<file path="src/rtl/riscv_pkg.sv">
// Shared RV32I definitions: NOP encoding, major opcodes, fetch FSM states
// and the IF/ID pipeline record.
package riscv_pkg;

  localparam logic [31:0] NOP_INSTR = 32'h0000_0013;  // ADDI x0, x0, 0

  localparam logic [6:0] OP_R_TYPE = 7'b0110011;
  localparam logic [6:0] OP_LW     = 7'b0000011;
  localparam logic [6:0] OP_SW     = 7'b0100011;
  localparam logic [6:0] OP_BR     = 7'b1100011;
  localparam logic [6:0] OP_IMM    = 7'b0010011;
  localparam logic [6:0] OP_JAL    = 7'b1101111;
  localparam logic [6:0] OP_JALR   = 7'b1100111;

  typedef enum logic [1:0] {
    RESET,
    FILL,
    RUN
  } fetch_state_e;

  typedef struct packed {
    logic [31:0] pc;
    logic [31:0] instr;
    logic        valid;
  } if_id_t;

endpackage

</file>
<file path="src/rtl/if_id_reg.sv">
// IF/ID pipeline register. Update priority: reset, squash (redirect/flush),
// stall (hold), then load of the fetched word.
module if_id_reg
  import riscv_pkg::*;
#(
  parameter int unsigned        PC_W     = 32,
  parameter int unsigned        INS_W    = 32,
  parameter logic [PC_W-1:0]    RESET_PC = '0
) (
  input  logic             clk,
  input  logic             i_reset,
  input  logic             i_squash,
  input  logic             i_stall,
  input  logic [PC_W-1:0]  i_pc,
  input  logic [INS_W-1:0] i_instr,
  input  logic             i_valid,
  output logic [PC_W-1:0]  o_pc,
  output logic [INS_W-1:0] o_instr,
  output logic             o_valid
);

  // Squash keeps the PC field; only the instruction and valid bit are replaced.
  always_ff @(posedge clk) begin
    if (i_reset) begin
      o_pc    <= RESET_PC;
      o_instr <= INS_W'(NOP_INSTR);
      o_valid <= 1'b0;
    end else if (i_squash) begin
      o_instr <= INS_W'(NOP_INSTR);
      o_valid <= 1'b0;
    end else if (!i_stall) begin
      o_pc    <= i_pc;
      o_instr <= i_instr;
      o_valid <= i_valid;
    end
  end

endmodule

</file>
<file path="src/rtl/fetch_stage.sv">
// Instruction-fetch stage: PC register, synchronous imem addressing,
// fetch FSM and IF/ID register. Optional performance counters are built
// only when FETCH_PERF_CNT_EN is defined.
module fetch_stage
  import riscv_pkg::*;
#(
  parameter int unsigned     PC_W     = 32,
  parameter int unsigned     INS_W    = 32,
  parameter logic [PC_W-1:0] RESET_PC = '0
) (
  input  logic             clk,
  input  logic             reset,
  input  logic             Stall,
  input  logic             Redirect,
  input  logic [PC_W-1:0]  RedirectPC,
  input  logic             Flush,
  output logic [PC_W-1:0]  ImemAddr,
  input  logic [INS_W-1:0] ImemRdata,
  output logic [PC_W-1:0]  IfIdPC,
  output logic [INS_W-1:0] IfIdInstr,
  output logic             IfIdValid,
  output logic [6:0]       Opcode,
  output logic [31:0]      FetchCnt,
  output logic [31:0]      BubbleCnt
);

  fetch_state_e    r_state;
  logic            r_fetch_valid;
  logic [PC_W-1:0] r_pcf;
  logic            w_rst_eff;
  logic            w_squash;
  logic            w_unused_redirect_lsbs;

  // The word read during the last reset edge is never delivered: the first
  // post-reset cycle re-issues RESET_PC and keeps IF/ID cleared, so FILL
  // sees a fresh RESET_PC word and IF/ID shows a bubble in FILL.
  assign w_rst_eff = reset || (r_state == RESET);
  assign w_squash  = Redirect || Flush;
  assign w_unused_redirect_lsbs = ^RedirectPC[1:0];

  // Next fetch address: reset, redirect (word aligned), stall hold, sequential.
  always_comb begin
    ImemAddr = r_pcf + PC_W'(4);
    if (w_rst_eff)     ImemAddr = RESET_PC;
    else if (Redirect) ImemAddr = {RedirectPC[PC_W-1:2], 2'b00};
    else if (Stall)    ImemAddr = r_pcf;
  end

  // PcF tracks the address whose word is on ImemRdata this cycle.
  always_ff @(posedge clk) begin
    r_pcf <= ImemAddr;
  end

  // Fetch control FSM: RESET -> FILL -> RUN; FetchValid registered with state.
  always_ff @(posedge clk) begin
    if (reset) begin
      r_state       <= RESET;
      r_fetch_valid <= 1'b0;
    end else begin
      case (r_state)
        RESET:   r_state <= FILL;
        FILL:    r_state <= RUN;
        default: r_state <= RUN;
      endcase
      r_fetch_valid <= 1'b1;
    end
  end

  if_id_reg #(
    .PC_W    (PC_W),
    .INS_W   (INS_W),
    .RESET_PC(RESET_PC)
  ) u_if_id (
    .clk     (clk),
    .i_reset (w_rst_eff),
    .i_squash(w_squash),
    .i_stall (Stall),
    .i_pc    (r_pcf),
    .i_instr (ImemRdata),
    .i_valid (r_fetch_valid),
    .o_pc    (IfIdPC),
    .o_instr (IfIdInstr),
    .o_valid (IfIdValid)
  );

  assign Opcode = IfIdInstr[6:0];

`ifdef FETCH_PERF_CNT_EN
  logic [31:0] r_fetch_cnt;
  logic [31:0] r_bubble_cnt;

  // Saturating counts of IF/ID loads; held and reset-cleared cycles not counted.
  always_ff @(posedge clk) begin
    if (reset) begin
      r_fetch_cnt  <= '0;
      r_bubble_cnt <= '0;
    end else if (!w_rst_eff) begin
      if (w_squash || (!Stall && !r_fetch_valid)) begin
        if (r_bubble_cnt != '1) r_bubble_cnt <= r_bubble_cnt + 32'd1;
      end else if (!Stall) begin
        if (r_fetch_cnt != '1) r_fetch_cnt <= r_fetch_cnt + 32'd1;
      end
    end
  end

  assign FetchCnt  = r_fetch_cnt;
  assign BubbleCnt = r_bubble_cnt;
`else
  assign FetchCnt  = '0;
  assign BubbleCnt = '0;
`endif

endmodule
</file>
<file path="config.mk">
export PLATFORM = sky130hd
export DESIGN_NAME = fetch_stage
export DESIGN_NICKNAME = d
export VERILOG_FILES = /design/src/rtl/riscv_pkg.sv /design/src/rtl/if_id_reg.sv /design/src/rtl/fetch_stage.sv
export SDC_FILE = /design/constraint.sdc
export NUM_CORES = 1
export LEC_CHECK = 0
export ABC_AREA = 1
export CORE_MARGIN = 2
export CORE_UTILIZATION = 44
export DETAILED_ROUTE_END_ITERATION = 8
export MAX_ROUTING_LAYER = met4
export PLACE_DENSITY = 0.95
export SKIP_LAST_GASP = 1
export SLEW_MARGIN = 20
export SYNTH_ARGS = -nofsm -noshare
export SYNTH_HDL_FRONTEND = slang
export SYNTH_SLANG_ARGS = --single-unit
</file>
<file path="constraint.sdc">
create_clock -name clk -period 5.03 [get_ports clk]
set_input_delay 0.7545 -clock clk [delete_from_list [all_inputs] [get_ports clk]]
set_output_delay 0.7545 -clock clk [all_outputs]
set_load 0.05 [all_outputs]
</file>
==> impl_metrics.toml <==
[status]
status = "finished clean"

[clock_network]
h-tree-depth = 3
hold_buffers = 0
ctsRootBufferMaster = "clkbuf_8"
path_clk_slew_ps = 100
clk_path_buf_depth = 2
cts_sinks = 100
cts_resized = 0
cts_setup_buffers = 0
clk_latency_ps = 370
cts_buffers = 9
cts_tree = "yes"

[logic_synthesis]
synth_enable_flop_cells = 0
async_flop_share = 0
seq_area_frac_synth = 0.405
synth.largest_area_cell = "dfxtp_1"
ys_top_cells_by_count = "nand2_1, nor2_1, dfxtp_1"
ys_ff_latch = 100
synth_area_per_cell_um2 = 7.02
netlist.area_leader.share = 0.405
ys_types = 35
synthFlopType = "dfxtp_1"
synthMostInstantiatedCell = "nand2_1"
synth_area_um2 = 4950
yosys_warnings = 0
postSynthCellCount = 705
ys_top_cells_by_area = "dfxtp_1, nand2_1, buf_4, nor2_1, a21oi_1"

[job]
max_cap_violations = 0

[sta]
clock.fmax_ghz = 0.241
period_minus_slack_ps = 4140
clock_skew_ps = 13.4
setup_viol = 0
fin_crit_sh = 0.824
slew_viol_final = 0
tns_ps = 0
worst_slew_pin_slew_ps = 1060
finalHoldViolations = 0
relSlewSlack = 0.295
rsz0062_at_grt = "false"

[routing]
first_pass_iters = 4
dr.first_iter.drc_count = 273
drc = 0
drt-total-wl_um = 13000
routedWlPerCell_um = 13.0
avgViaCountPerCell = 4.62
vias = 4631
ant_nets = 0

[hold_path]
holdPathStages = 2
hp-class = "reg -> reg"

[critical_path]
end_kind = "output port"
critPathLaunchType = "input pin"
cp_slowest_cell = "clkdlybuf4s50_1"
path_buf_inv = 5
cp.depth = 8
critPathKind = "in -> out"
critPathMaxStageDelay_ps = 800
path_cells = "clkdlybuf4s50_1 -> inv_2 -> buf_4 -> nor2_1 -> nor2_1 -> nand2_1 -> inv_1 -> clkdlybuf4s50_1"
crit_fanout = 45
cp_top_family = "buffers and inverters"
crit_required_ps = 4280
worstRegToRegCells = 7
arrival_ps = 3390

[final_layout]
area_growth_syn_to_layout_pct = 34.4
fillers = 980
antenna_cells = 0
regArea_um2 = 2000
fin_util = 0.611
multi_input_area_um2 = 2290
final_nets = 928
post_route_cells_drive_above_1_share = 0.0673

[power]
p_per_area_nw_per_um2 = 270
leakage_uw = 0.00278
p_total_uw = 1790
vdd_drop_max_uv = 154

[global_route]
gr-max-usage-layer = "met2"
track_usage = 0.219
use_met1 = 0.275
overflow = 0
met2_usage = 0.353
grt_antenna_before_repair = 0
use_met3 = 0.0412
grt_max_degree = 46
grt_pass1_vias = 4145
grt_pass1_wl_um = 20100

[floorplanning]
die_w_um = 110
die_h_um = 110
io_pins = 237
die_area_um2 = 12100
core_area_um2 = 10900
start_util = 0.454
rows = 38

[placed_design]
io_buffer_count = 170
place_hpwl_um = 9720
gp_congestion = 0.868
[cell families after synthesis]
| logic type | synth area share |
|---|---|
| flops | 0.405 |
| other cells | 0.000758 |
| xor+xnor | 0.00506 |
| buf+inv | 0.181 |
| simple gates | 0.305 |
| compound gates | 0.101 |
| fa+ha+maj | 0.00253 |
[registers in the layout, summed over array words and instances (netlist names)]
signal / count
r_fetch_valid: 1
r_pcf: 32
r_state: 2
u_if_id.o_instr: 32
u_if_id.o_pc: 32
u_if_id.o_valid: 1
[through the flow]
stage	instances	worst slack, ps	hold slack [ps]	instance area (um2)
floorplan	768	2100	396	5180
global placement	987	916	426	6450
finish	1002	886	456	6650
CTS	1002	892	458	6650
detailed placement	987	887	442	6450
global route	1002	731	487	6650
[worst reg2reg max path, delay by kind of cell (launching register included)]
family	cells	cell delay (ps)
AO/OA/AOI/OAI	1	120
buffers and inverters	4	820
flip-flops	1	340
AND/OR/NAND/NOR	2	920
[path summary, 6_finish.rpt]
kind / from / to / slack, ps
setup / recovery: Redirect / ImemAddr[15] / 890
hold / removal: r_fetch_valid / u_if_id.o_valid / 460
setup reg to reg: r_state[1] / u_if_id.o_instr[4] / 2760
hold reg to reg: r_fetch_valid / u_if_id.o_valid / 460
[cells in the final DEF, fill, tap and decap left out, types with 5 or more instances in the layout]
| cell type | count |
|---|---|
| nand2_1 | 163 |
| clkdlybuf4s50_1 | 153 |
| nor2_1 | 113 |
| dfxtp_1 | 100 |
| conb_1 | 64 |
| inv_1 | 55 |
| o21ai_0 | 43 |
| a21oi_1 | 43 |
| nand3_1 | 36 |
| buf_4 | 21 |
| nand3b_1 | 10 |
| clkbuf_8 | 9 |
| o211ai_1 | 6 |
| nor2_2 | 5 |
[final cells by class]
cell class,count,area share
clock buffer,9,0.0186
clock inverter,6,0.0109
inverter,57,0.0322
multi-input combinational,512,0.345
sequential,100,0.301
tap,140,0.0263
timing repair buffer,178,0.266
[metal layers]
layer	part of all wire	vias to the layer above
li1	-	2377
met1	0.43	2071
met2	0.49	162
met3	0.060	21
met4	0.021	0
met5	0	-
[power by group]
part | internal [uW] | switching, uW
combinational | 127 | 299
sequential | 818 | 23.9
clock | 233 | 291
Power figures use the tool's default switching activity.
